**src/rtl/wb_writeback_if.sv**
```systemverilog
// Write-back stage bus bundle: ALU result handshake, load descriptor
// handshake, memory read response and the register-file write port.
// slave  = write-back stage, master = the pipeline/memory side driving it.
interface wb_writeback_if;
  logic        alu_valid;
  logic        alu_ready;
  logic [4:0]  alu_rd_addr;
  logic [31:0] alu_data;
  logic        ld_req_valid;
  logic        ld_req_ready;
  logic [4:0]  ld_rd_addr;
  logic [2:0]  ld_funct3;
  logic [1:0]  ld_byte_off;
  logic        mem_rsp_valid;
  logic [31:0] mem_rsp_data;
  logic [4:0]  rd0_addr;
  logic        rd0_wr_en;
  logic [31:0] rd0_data;

  modport slave (
    input  alu_valid, alu_rd_addr, alu_data,
    input  ld_req_valid, ld_rd_addr, ld_funct3, ld_byte_off,
    input  mem_rsp_valid, mem_rsp_data,
    output alu_ready, ld_req_ready,
    output rd0_addr, rd0_wr_en, rd0_data
  );

  modport master (
    output alu_valid, alu_rd_addr, alu_data,
    output ld_req_valid, ld_rd_addr, ld_funct3, ld_byte_off,
    output mem_rsp_valid, mem_rsp_data,
    input  alu_ready, ld_req_ready,
    input  rd0_addr, rd0_wr_en, rd0_data
  );
endinterface

```
**src/rtl/wb_writeback.sv**
```systemverilog
// wb_writeback: register-file write-back stage.
// Merges single-cycle ALU results with in-order load responses (loads win),
// keeps a FIFO of outstanding load descriptors, applies RV32I load
// extension and suppresses writes to x0. Writes are registered (1 cycle).
// Optional feature: define WB_BYPASS_EN to add rs1/rs2 forwarding of the
// write currently presented to the register file.
module wb_writeback #(
  parameter  int LD_DEPTH = 4,
  localparam int CNT_W    = $clog2(LD_DEPTH + 1)
) (
  input  logic             clk,
  input  logic             rst,
  input  logic             clk_en,
  wb_writeback_if.slave    bus,
  output logic [CNT_W-1:0] ld_count,
  output logic             ld_pending,
  output logic             proto_err
`ifdef WB_BYPASS_EN
  ,
  input  logic [4:0]       rs1_addr,
  input  logic [4:0]       rs2_addr,
  output logic             rs1_hit,
  output logic             rs2_hit,
  output logic [31:0]      rs1_fwd,
  output logic [31:0]      rs2_fwd
`endif
);

  localparam int PTR_W = $clog2(LD_DEPTH);

  // Descriptor FIFO storage and bookkeeping
  logic [4:0]       q_rd  [LD_DEPTH];
  logic [2:0]       q_f3  [LD_DEPTH];
  logic [1:0]       q_off [LD_DEPTH];
  logic [PTR_W-1:0] wr_ptr;
  logic [PTR_W-1:0] rd_ptr;
  logic [CNT_W-1:0] count;

  logic        pop;
  logic        push;
  logic        alu_fire;
  logic [4:0]  head_rd;
  logic [2:0]  head_f3;
  logic [1:0]  head_off;
  logic [7:0]  sel_b;
  logic [15:0] sel_h;
  logic [31:0] ld_val;
  logic        f3_ok;

  logic        wr_en_q;
  logic [4:0]  wr_addr_q;
  logic [31:0] wr_data_q;

  // A response only pops when something is queued; an empty-FIFO response is an error.
  assign pop          = clk_en & bus.mem_rsp_valid & (count != {CNT_W{1'b0}});
  assign bus.ld_req_ready = clk_en & ((count < CNT_W'(LD_DEPTH)) | pop);
  assign push         = bus.ld_req_valid & bus.ld_req_ready;
  assign bus.alu_ready = clk_en & ~bus.mem_rsp_valid;
  assign alu_fire     = bus.alu_valid & bus.alu_ready;

  assign head_rd  = q_rd[rd_ptr];
  assign head_f3  = q_f3[rd_ptr];
  assign head_off = q_off[rd_ptr];

  assign ld_count   = count;
  assign ld_pending = (count != {CNT_W{1'b0}});
  assign bus.rd0_wr_en = wr_en_q;
  assign bus.rd0_addr  = wr_addr_q;
  assign bus.rd0_data  = wr_data_q;

  // Lane select of the byte/half addressed by the load offset
  always_comb begin
    sel_b = bus.mem_rsp_data[7:0];
    sel_h = bus.mem_rsp_data[15:0];
    case (head_off)
      2'd0: begin sel_b = bus.mem_rsp_data[7:0];   sel_h = bus.mem_rsp_data[15:0]; end
      2'd1: begin sel_b = bus.mem_rsp_data[15:8];  sel_h = bus.mem_rsp_data[23:8]; end
      2'd2: begin sel_b = bus.mem_rsp_data[23:16]; sel_h = bus.mem_rsp_data[31:16]; end
      2'd3: begin sel_b = bus.mem_rsp_data[31:24]; sel_h = {8'h00, bus.mem_rsp_data[31:24]}; end
      default: begin sel_b = 8'h00; sel_h = 16'h0000; end
    endcase
  end

  // Sign/zero extension by load type; a half at offset 3 is only the top byte
  always_comb begin
    ld_val = 32'h0000_0000;
    f3_ok  = 1'b1;
    case (head_f3)
      3'b000: ld_val = {{24{sel_b[7]}}, sel_b};
      3'b001: begin
        if (head_off == 2'd3) begin
          ld_val = {{24{sel_b[7]}}, sel_b};
        end else begin
          ld_val = {{16{sel_h[15]}}, sel_h};
        end
      end
      3'b010: ld_val = bus.mem_rsp_data;
      3'b100: ld_val = {24'h00_0000, sel_b};
      3'b101: ld_val = {16'h0000, sel_h};
      default: begin
        ld_val = 32'h0000_0000;
        f3_ok  = 1'b0;
      end
    endcase
  end

  // Descriptor storage write; contents need no reset, occupancy is tracked separately
  always_ff @(posedge clk) begin
    if (push) begin
      q_rd[wr_ptr]  <= bus.ld_rd_addr;
      q_f3[wr_ptr]  <= bus.ld_funct3;
      q_off[wr_ptr] <= bus.ld_byte_off;
    end
  end

  // FIFO pointers and occupancy; simultaneous push and pop leaves count unchanged
  always_ff @(posedge clk) begin
    if (rst) begin
      wr_ptr <= {PTR_W{1'b0}};
      rd_ptr <= {PTR_W{1'b0}};
      count  <= {CNT_W{1'b0}};
    end else if (clk_en) begin
      if (push) wr_ptr <= wr_ptr + PTR_W'(1);
      if (pop)  rd_ptr <= rd_ptr + PTR_W'(1);
      case ({push, pop})
        2'b10:   count <= count + CNT_W'(1);
        2'b01:   count <= count - CNT_W'(1);
        default: count <= count;
      endcase
    end
  end

  // Registered write port: load response first, else ALU beat; x0 never written
  always_ff @(posedge clk) begin
    if (rst) begin
      wr_en_q   <= 1'b0;
      wr_addr_q <= 5'd0;
      wr_data_q <= 32'h0000_0000;
    end else if (clk_en) begin
      if (pop) begin
        if (f3_ok && (head_rd != 5'd0)) begin
          wr_en_q   <= 1'b1;
          wr_addr_q <= head_rd;
          wr_data_q <= ld_val;
        end else begin
          wr_en_q <= 1'b0;
        end
      end else if (alu_fire) begin
        if (bus.alu_rd_addr != 5'd0) begin
          wr_en_q   <= 1'b1;
          wr_addr_q <= bus.alu_rd_addr;
          wr_data_q <= bus.alu_data;
        end else begin
          wr_en_q <= 1'b0;
        end
      end else begin
        wr_en_q <= 1'b0;
      end
    end
  end

  // Sticky protocol error: orphan response or unsupported load type
  always_ff @(posedge clk) begin
    if (rst) begin
      proto_err <= 1'b0;
    end else if (clk_en && bus.mem_rsp_valid && ((count == {CNT_W{1'b0}}) || !f3_ok)) begin
      proto_err <= 1'b1;
    end
  end

`ifdef WB_BYPASS_EN
  // Forward the write the register file has not committed yet
  always_comb begin
    rs1_hit = wr_en_q & (wr_addr_q == rs1_addr) & (rs1_addr != 5'd0);
    rs2_hit = wr_en_q & (wr_addr_q == rs2_addr) & (rs2_addr != 5'd0);
    if (rs1_hit) rs1_fwd = wr_data_q;
    else         rs1_fwd = 32'h0000_0000;
    if (rs2_hit) rs2_fwd = wr_data_q;
    else         rs2_fwd = 32'h0000_0000;
  end
`endif

endmodule

```
**src/flat_wrapper.sv**
```systemverilog
// flat-port wrapper written by rule: the top's interface ports become plain ports
module wb_writeback_flat 
#(
  parameter  int LD_DEPTH = 4,
  localparam int CNT_W    = $clog2(LD_DEPTH + 1)
)
  (clk, rst, clk_en, ld_count, ld_pending, proto_err, bus_alu_valid, bus_alu_rd_addr, bus_alu_data, bus_ld_req_valid, bus_ld_rd_addr, bus_ld_funct3, bus_ld_byte_off, bus_mem_rsp_valid, bus_mem_rsp_data, bus_alu_ready, bus_ld_req_ready, bus_rd0_addr, bus_rd0_wr_en, bus_rd0_data);
  wb_writeback_if bus_i ();
  input  logic clk;
  input  logic rst;
  input  logic clk_en;
  output logic [CNT_W-1:0] ld_count;
  output logic ld_pending;
  output logic proto_err;
  input wire logic [$bits(bus_i.alu_valid)-1:0] bus_alu_valid;
  input wire logic [$bits(bus_i.alu_rd_addr)-1:0] bus_alu_rd_addr;
  input wire logic [$bits(bus_i.alu_data)-1:0] bus_alu_data;
  input wire logic [$bits(bus_i.ld_req_valid)-1:0] bus_ld_req_valid;
  input wire logic [$bits(bus_i.ld_rd_addr)-1:0] bus_ld_rd_addr;
  input wire logic [$bits(bus_i.ld_funct3)-1:0] bus_ld_funct3;
  input wire logic [$bits(bus_i.ld_byte_off)-1:0] bus_ld_byte_off;
  input wire logic [$bits(bus_i.mem_rsp_valid)-1:0] bus_mem_rsp_valid;
  input wire logic [$bits(bus_i.mem_rsp_data)-1:0] bus_mem_rsp_data;
  output wire logic [$bits(bus_i.alu_ready)-1:0] bus_alu_ready;
  output wire logic [$bits(bus_i.ld_req_ready)-1:0] bus_ld_req_ready;
  output wire logic [$bits(bus_i.rd0_addr)-1:0] bus_rd0_addr;
  output wire logic [$bits(bus_i.rd0_wr_en)-1:0] bus_rd0_wr_en;
  output wire logic [$bits(bus_i.rd0_data)-1:0] bus_rd0_data;
  assign bus_i.alu_valid = bus_alu_valid;
  assign bus_i.alu_rd_addr = bus_alu_rd_addr;
  assign bus_i.alu_data = bus_alu_data;
  assign bus_i.ld_req_valid = bus_ld_req_valid;
  assign bus_i.ld_rd_addr = bus_ld_rd_addr;
  assign bus_i.ld_funct3 = bus_ld_funct3;
  assign bus_i.ld_byte_off = bus_ld_byte_off;
  assign bus_i.mem_rsp_valid = bus_mem_rsp_valid;
  assign bus_i.mem_rsp_data = bus_mem_rsp_data;
  assign bus_alu_ready = bus_i.alu_ready;
  assign bus_ld_req_ready = bus_i.ld_req_ready;
  assign bus_rd0_addr = bus_i.rd0_addr;
  assign bus_rd0_wr_en = bus_i.rd0_wr_en;
  assign bus_rd0_data = bus_i.rd0_data;
  wb_writeback #(.LD_DEPTH(LD_DEPTH)) u_core (.clk(clk), .rst(rst), .clk_en(clk_en), .bus(bus_i), .ld_count(ld_count), .ld_pending(ld_pending), .proto_err(proto_err));
endmodule
```
**config.mk**
```make
export PLATFORM = sky130hd
export DESIGN_NAME = wb_writeback_flat
export DESIGN_NICKNAME = d
export VERILOG_FILES = /design/src/rtl/wb_writeback_if.sv /design/src/rtl/wb_writeback.sv /design/src/flat_wrapper.sv
export SDC_FILE = /design/constraint.sdc
export NUM_CORES = 1
export LEC_CHECK = 0
export BUFFER_PORTS_ARGS = -buffer_cell sky130_fd_sc_hd__buf_2
export CORE_MARGIN = 4
export CORE_UTILIZATION = 35
export CTS_CLUSTER_SIZE = 14
export DETAILED_ROUTE_END_ITERATION = 7
export HOLD_SLACK_MARGIN = 0.12
export SLEW_MARGIN = 5
export SYNTH_ARGS = -nofsm -noshare
export SYNTH_HDL_FRONTEND = slang
export SYNTH_SLANG_ARGS = --single-unit
```
**constraint.sdc**
```tcl
create_clock -name clk -period 3.5 [get_ports clk]
set_input_delay 0.175 -clock clk [delete_from_list [all_inputs] [get_ports clk]]
set_output_delay 0.175 -clock clk [all_outputs]
set_load 0.005 [all_outputs]
```
Word level (Yosys, flattened, before mapping)
Memory sizes are Yosys's and may differ from the RTL's. A register that Yosys moved wholly into a read port is not among the register bits.
Index checks and enable logic that the tools add are counted.
Widths: inputs -> output; s select.
{"block": "op_classes", "addsub": 4, "order_cmp": 1, "n_eq_ne": 10, "n_mux": 26, "bitwise": 8, "reduce_logical": 19}
{"cell": "$mux 32", "count": 5}
{"cell": "$pmux 32 s5", "count": 1}
{"cell": "$pmux 16 s4", "count": 1}
{"cell": "$pmux 8 s4", "count": 1}
{"cell": "$mux 5", "count": 4}
{"cell": "$mux 2", "count": 6}
{"cell": "$reduce_bool 5->1", "count": 2}
{"cell": "$mux 1", "count": 7}
{"cell": "$and 1x1->1", "count": 6}
{"cell": "$eq 2x2->1 const B", "count": 3}
{"cell": "$eq 3x3->1 const B", "count": 2}
{"cell": "$logic_not 3->1", "count": 2}
{"cell": "$pmux 3 s2", "count": 1}
{"cell": "$reduce_and 2->1", "count": 3}
{"cell": "$reduce_bool 2->1", "count": 3}
{"cell": "$reduce_or 5->1", "count": 1}
{"cell": "$add 2x1->2 const B", "count": 2}
{"cell": "$eq 2x1->1 const B", "count": 2}
{"cell": "$reduce_and 4->1", "count": 1}
{"cell": "$add 3x1->3 const B", "count": 1}
{"cell": "$eq 3x1->1 const B", "count": 1}
{"cell": "$eq 3x2->1 const B", "count": 1}
{"cell": "$logic_and 1x1->1", "count": 3}
{"cell": "$lt 3x3->1 const B", "count": 1}
{"cell": "8 further kinds", "count": 8}
{"block": "word_totals", "register_bits": 46, "mem_bits_rw": 40, "in_bits": 85, "elab_cells": 78, "mem_count": 3}
{"name": "u_core.q_rd", "depth": 4, "word_bits": 5, "read_ports": 1, "rd_ports_with_merged_regs": 1, "wr": 1, "line": "wb_writeback.sv:32", "rtl": "logic [4:0] q_rd [LD_DEPTH];"}
{"name": "u_core.q_f3", "depth": 4, "word_bits": 3, "read_ports": 1, "rd_ports_with_merged_regs": 1, "wr": 1, "line": "wb_writeback.sv:33", "rtl": "logic [2:0] q_f3 [LD_DEPTH];"}
{"name": "u_core.q_off", "depth": 4, "word_bits": 2, "read_ports": 1, "rd_ports_with_merged_regs": 1, "wr": 1, "line": "wb_writeback.sv:34", "rtl": "logic [1:0] q_off [LD_DEPTH];"}

Logic depth before layout (Yosys ltp)
Gate-level depths: netlist of the first run.
{"block": "depth", "word_depth": 8, "depth_mapped": 11, "mapped_depth_nobuf": 11}

Least setup slack after synthesis of the first run
Ideal clock, no wire load.
{"block": "synth_timing", "kind": "reg2reg", "start": "reg (tool-made name)", "end": "reg u_core.wr_data_q[13], in the netlist u_core.bus.rd0_data[13]", "setup_ps": 122, "arrival_time_ps": 2270, "required_ps": 3378, "path_slack_ps": 1108, "stages_incl_launch_ff": 9, "path_buffers": 2, "period_less_slack_ps": 2392, "path_cell_list": "dfxtp_1 > buf_6 > mux4_2 > or4_4 > nor2_4 > a211o_4 > buf_6 > a31oi_1 > a311o_1"}
{"element": "end signal, assigned", "line": "wb_writeback.sv:144", "rtl": "wr_data_q <= ld_val;"}
{"element": "end signal, assigned", "line": "wb_writeback.sv:152", "rtl": "wr_data_q <= bus.alu_data;"}
{"element": "end, declared", "line": "wb_writeback.sv:52", "rtl": "logic [31:0] wr_data_q;"}

==> flow_summary.toml, run 1 <==
[clock_network]
root_buffer_selected_by_cts = "sky130_fd_sc_hd__clkbuf_16"
clock_tree.htree_level_count = 3
clock_sinks = 88
cts.repair_timing.setup_buffer_count = 0
cts_inserted_buffers = 9
cts-resized-gates = 0
post_cts_hold_buffer_count = 45
cts_tree = "done"
insertion_delay_ns = 0.35
clkSlewWorstSetupHoldPaths_ns = 0.07
cts_buffer_depth = 2

[power_and_ir_drop]
vdd_ir_drop_max_mv = 0.217
p_leak_nw = 2.29
power_density_mw_per_mm2 = 430

[placed_design]
gpl.final_weighted_congestion = 0.801
dp_worst_setup_slack_ns = 0.574
buffer_ports.inserted = 129
detailedPlacementHpwl_um = 9000

[die]
initial_core_util_pct = 36.1
design.portCount = 130
die_width_um = 120
chipHeight_um = 120
num_rows = 40
die_area_mm2 = 0.0144
core_region_area_mm2 = 0.0122

[synth]
post_synth_fa_ha_maj_area_fraction_pct = 1.88
synth.top_cell.area_share_pct = 27.4
synth.net_count = 487
syn-mean-instance-area_um2 = 11.1
synth_simple_gate_area_share_pct = 15.3
synthesis.yosys.warnings = 0
synth.area.mux_share_pct = 7.19
synthesis.instances = 396
synth_async_sr_flop_share_pct = 0
synth_xor_area_share_pct = 1.20
synth.ff_latch_count = 88
yosysTopAreaCell = "sky130_fd_sc_hd__edfxtp_1"
synth-compound-area-share_pct = 19.9
synthesis.area_mm2 = 0.00439
largest_family_of_logic_cells_by_synthesized_area = "compound AO/OA/AOI/OAI gates"
synth-main-ff-cell = "sky130_fd_sc_hd__dfxtp_1"
synth-seq-area-share_pct = 49.3
ranking_of_synthesized_cells_by_area = "sky130_fd_sc_hd__edfxtp_1, sky130_fd_sc_hd__dfxtp_1, sky130_fd_sc_hd__mux4_2"
synth.lib_cells_used.distinct = 52
number_of_flops_mapped_to_enable_cells_by_yosys = 40

[timing]
final_hold_viol_count = 0
finalSetupTns_ns = 0
fin_clk_skew_ns = 0.00847
timing.final.max_slew_violations = 0
timing.final.crit_period_ns = 2.93
tightest_slew_ns = 0.866
final_critical_path_setup_slack_ns = 0.568
maxSlewHeadroom_pct = 42.3
max_freq_mhz = 341
finalSetupViolCount = 0
finalCritPeriodShare_pct = 83.8
post_route_hold_slack_ns = 0.146
rsz_0062_raised_after_global_routing = "no"

[final_layout]
mostFrequentLayoutCell = "sky130_fd_sc_hd__buf_2"
num_antenna_cells = 0
final_nets = 648
ratio_of_cells_with_drive_above_1_in_the_final_layout_pct = 33.5
layout_common_cells = "sky130_fd_sc_hd__buf_2, sky130_fd_sc_hd__dfxtp_1, sky130_fd_sc_hd__dlygate4sd3_1"
synth_to_layout_area_growth_pct = 34.1

[detailed_routing]
detailedRoute.firstPassIterationCount = 5
via_density_per_instance = 5.15
drt_wl_total_um = 12500
routed_wire_length_per_instance_um = 17.2
routed-via-count = 3761
postRouteAntennaNets = 0
drc_errors = 0
drt_iter0_markers = 264

[critical_path]
setup.worst_path.class = "reg -> reg"
worst_ep_arrival_time_ns = 3.18
required_time_reported_for_the_critical_path_endpoint_ns = 3.75
worstSetupStartpointType = "register"
crit_path_max_fanout = 33
critical_path.endpoint_type = "register"

[global_route]
wire_length_of_the_first_global_routing_pass_um = 19600
initial_antenna_violation_count = 0
grt_remaining_overflow = 0
first_global_vias = 3783
grt_max_degree = 50
total_routing_usage_reported_by_global_routing_pct = 17.4

[outcome]
run_status = "complete, no violations"

[hold_path]
hold_class = "in -> reg"
worstHoldStart = "bus_alu_data[15]"

[flow_run]
maxCapViolCount = 0
cells in the mapped netlist (all sizes together) (2+ instances only):
cell type and n:
a211oi 2, a21oi 26, a2bb2oi 2, a311o 7, a311oi 11, a31oi 9, and2 3, and3 4
buf 18, clkbuf 14, dfxtp 48, edfxtp 40, ha 5, inv 9, mux2i 9, mux4 10
nand2 34, nand2b 19, nand3 17, nor2 34, nor2b 3, nor3 3, nor3b 10, o21ai 10
o221ai 23, o2bb2ai 7, or4 2, xnor2 4, xor2 2
logic make-up after synthesis:
family | count (synthesis)
compound gates | 104
xor+xnor | 6
fa+ha+maj | 6
buf+inv | 41
flops | 88
mux | 19
simple gates | 132
layer usage:
| metal | wire (um) | up-vias | global-route usage (%) |
|---|---|---|---|
| met5 | 0 | - | 0 |
| met4 | 118 | 0 | 3.87 |
| met3 | 649 | 11 | 4.43 |
| met2 | 6290 | 103 | 30.9 |
| met1 | 5470 | 1819 | 21.1 |
| li1 | - | 1828 | - |
sequential cells by signal, indices dropped and copies added, names as in the netlist, named ones only:
register	cells
u_core.bus.rd0_addr	5
u_core.bus.rd0_data	32
u_core.bus.rd0_wr_en	1
u_core.ld_count	3
u_core.proto_err	1
u_core.q_f3	12
u_core.q_off	8
u_core.q_rd	20
u_core.rd_ptr	2
u_core.wr_ptr	2
final cells by class:
cell class	count	area, um^2
well taps	168	210
clock buffers	9	225
multi-input cells	267	2000
inverters	9	33.8
repair buffers	182	1170
fillers	1131	6280
clock inverters	7	78.8
flip-flops and latches	88	2160
worst max-delay path: stages, from the launching register on:
cell and delay (ns):
sky130_fd_sc_hd__dfxtp_1 0.54, sky130_fd_sc_hd__mux4_2 0.71, sky130_fd_sc_hd__o21ai_1 0.23, sky130_fd_sc_hd__nand2_1 0.18, sky130_fd_sc_hd__o21ai_4 0.61, sky130_fd_sc_hd__buf_12 0.28, sky130_fd_sc_hd__nor2_1 0.07, sky130_fd_sc_hd__a311oi_1 0.23
through the flow:
stage | power, mW | instances | utilization, % | area [um^2]
5_1_grt | 2.63 | 730 | 48.4 | 5880
6_report | 2.53 | 730 | 48.4 | 5880
3_5_place_dp | 1.53 | 669 | 42.2 | 5130
3_3_place_gp | 1.53 | 669 | 42.2 | 5130
2_1_floorplan | 1.38 | 396 | - | 4390
4_1_cts | 2.55 | 730 | 48.4 | 5880
final timing paths:
| path | to | slack [ns] | cells past startpoint |
|---|---|---|---|
| min reg2reg | u_core.proto_err | 0.48 | 2 |
| max reg2reg | u_core.bus.rd0_data[3] | 0.57 | 7 |
| min | u_core.bus.rd0_data[15] | 0.15 | 3 |
| max | u_core.bus.rd0_data[3] | 0.57 | 7 |
power breakdown:
group          switching [mW]  leakage [nW]  total (mW)  internal, mW
clock network           0.421         0.146       0.981         0.561
registers              0.0239         0.755        1.14          1.12
logic                   0.216          1.39       0.405         0.189
Note: power is estimated with default switching activity, not from simulation.
==> inputs of run 2 (changes only) <==
==> constraint.sdc (replaced) <==
create_clock -name clk -period 2.58 [get_ports clk]
set_input_delay 0.129 -clock clk [delete_from_list [all_inputs] [get_ports clk]]
set_output_delay 0.129 -clock clk [all_outputs]
set_load 0.005 [all_outputs]
==> flow_summary.toml, run 2 (synthesis results as in run 1) <==
[placed_design]
gpl.final_weighted_congestion = 0.853
detailedPlacementHpwl_um = 9360
buffer_ports.inserted = 129
placed_cell_area_mm2 = 0.00523

[final_layout]
ratio_of_cells_with_drive_above_1_in_the_final_layout_pct = 36.4
final_nets = 676
combined_flip_flop_and_latch_cell_area_mm2 = 0.00216
flip_flop_count_of_the_largest_register_after_layout = 32
num_antenna_cells = 0
multi_input_area_mm2 = 0.00205
num-fill-cells = 1095
synth_to_layout_area_growth_pct = 42.0
final_design_area_no_fill_mm2 = 0.00623
layout_common_cells = "sky130_fd_sc_hd__buf_2, sky130_fd_sc_hd__dlygate4sd3_1, sky130_fd_sc_hd__dfxtp_1"
mostFrequentLayoutCell = "sky130_fd_sc_hd__buf_2"

[timing]
rsz_0062_raised_after_global_routing = "no"
tightest_slew_ns = 0.574
fin_clk_skew_ns = 0.0122
maxSlewHeadroom_pct = 61.8
finalSetupTns_ns = 0
timing.final.max_slew_violations = 0
max_freq_mhz = 402
final_hold_viol_count = 0
finalCritPeriodShare_pct = 96.4
finalSetupViolCount = 0
timing.final.crit_period_ns = 2.49

[detailed_routing]
postRouteAntennaNets = 0
routed-via-count = 3903
via_density_per_instance = 5.15
drt_iter0_markers = 179
detailedRoute.firstPassIterationCount = 4
drc_errors = 0
routed_wire_length_per_instance_um = 17.2
drt_wl_total_um = 13000

[global_route]
first_global_vias = 3911
wire_length_of_the_first_global_routing_pass_um = 20300
initial_antenna_violation_count = 0
total_routing_usage_reported_by_global_routing_pct = 17.9
grt_remaining_overflow = 0
grt_max_degree = 42

[power_and_ir_drop]
power_density_mw_per_mm2 = 565
p_leak_nw = 2.45
vdd_ir_drop_max_mv = 0.318
report.power.total_mw = 3.52

[die]
initial_core_util_pct = 36.1
die_area_mm2 = 0.0144
num_rows = 40
design.portCount = 130
core_region_area_mm2 = 0.0122
chipHeight_um = 120
die_width_um = 120

[critical_path]
worst_ep_arrival_time_ns = 2.71
required_time_reported_for_the_critical_path_endpoint_ns = 2.81
setup.worst_path.class = "reg -> reg"
r2r_slack_ns = 0.09
crit_path_max_fanout = 11
worstSetupStartpointType = "register"
critical_path.endpoint_type = "register"
worst_reg_to_reg_path_cell_count = 7
critical_path.reg2reg.endpoint = "u_core.bus.rd0_data[13]"

[hold_path]
min_path_cells = 3
worstHoldStart = "bus_mem_rsp_data[21]"
hold_class = "in -> reg"
whs_endpoint = "u_core.bus.rd0_data[21]"

[flow_run]
maxCapViolCount = 0

[clock_network]
clkSlewWorstSetupHoldPaths_ns = 0.07
insertion_delay_ns = 0.35
cts_inserted_buffers = 9
clock_tree.htree_level_count = 3
cts_tree = "done"
clock_sinks = 88
root_buffer_selected_by_cts = "sky130_fd_sc_hd__clkbuf_16"
cts_buffer_depth = 2

[outcome]
run_status = "complete, no violations"
-- run 2: cell count changes in the layout (fill, tap and decap cells not counted), sizes merged --
cell | before | now
buf | 137 | 153
dlygate4sd3 | 45 | 56
inv | 11 | 13
clkbuf | 9 | 10
clkinv | 3 | 2
clkinvlp | 1 | 0
-- run 2: cell type report --
type	count	share of cell area [%]
flip-flops and latches	88	34.7
clock inverters	7	1.37
multi-input cells	267	32.9
well taps	168	3.37
inverters	9	0.542
clock buffers	9	3.62
repair buffers	210	23.4
-- run 2: timing repair --
item	CTS	global route
setup buffers	0	4
endpoints found under the setup margin	0	35
hold buffers	56	0
hold endpoints to repair	80	0
gates resized for setup	0	13
-- run 2: critical path, stage by stage (launching register included) --
cell                      delay [ns]
sky130_fd_sc_hd__dfxtp_2        0.34
sky130_fd_sc_hd__buf_6          0.13
sky130_fd_sc_hd__mux4_2         0.50
sky130_fd_sc_hd__or4_4          0.56
sky130_fd_sc_hd__nor2_4         0.17
sky130_fd_sc_hd__a211o_4        0.24
sky130_fd_sc_hd__a31oi_1        0.09
sky130_fd_sc_hd__a311o_1        0.34
-- run 2: per-stage QoR --
step	hold slack [ns]	worst slack (ns)	cells	utilization [%]
final	0.137	0.0941	758	51.2
after global routing	0.145	0.00391	758	51.2
after detailed placement	0.351	0.0760	681	43.0
after global placement	0.339	0.102	681	43.0
after floorplan	0.228	0.188	396	-
after CTS	0.122	0.0565	753	50.2
-- run 2: worst max path at each step --
stage / from / to / slack [ns] / cells past startpoint
floorplan: register / u_core.bus.rd0_data[13] / 0.19 / 8
CTS: register / u_core.bus.rd0_data[13] / 0.06 / 8
finish: register / u_core.bus.rd0_data[13] / 0.09 / 7
detailed placement: register / u_core.bus.rd0_data[31] / 0.08 / 8
global route: register / u_core.bus.rd0_data[15] / 0.004 / 8
global placement: register / u_core.bus.rd0_data[13] / 0.10 / 8
-- run 2: where the power goes --
| part | internal [mW] | total (mW) | switching, mW |
|---|---|---|---|
| combinational | 0.304 | 0.619 | 0.315 |
| clock | 0.771 | 1.35 | 0.584 |
| sequential | 1.52 | 1.55 | 0.0290 |
-- run 2: per-layer routing --
layer	vias up	track usage, %	part of all wire (%)
met5	-	0	0
met1	1871	22.5	43
met3	19	3.72	6.0
li1	1880	-	-
met2	133	30.1	49
met4	0	7.30	1.9
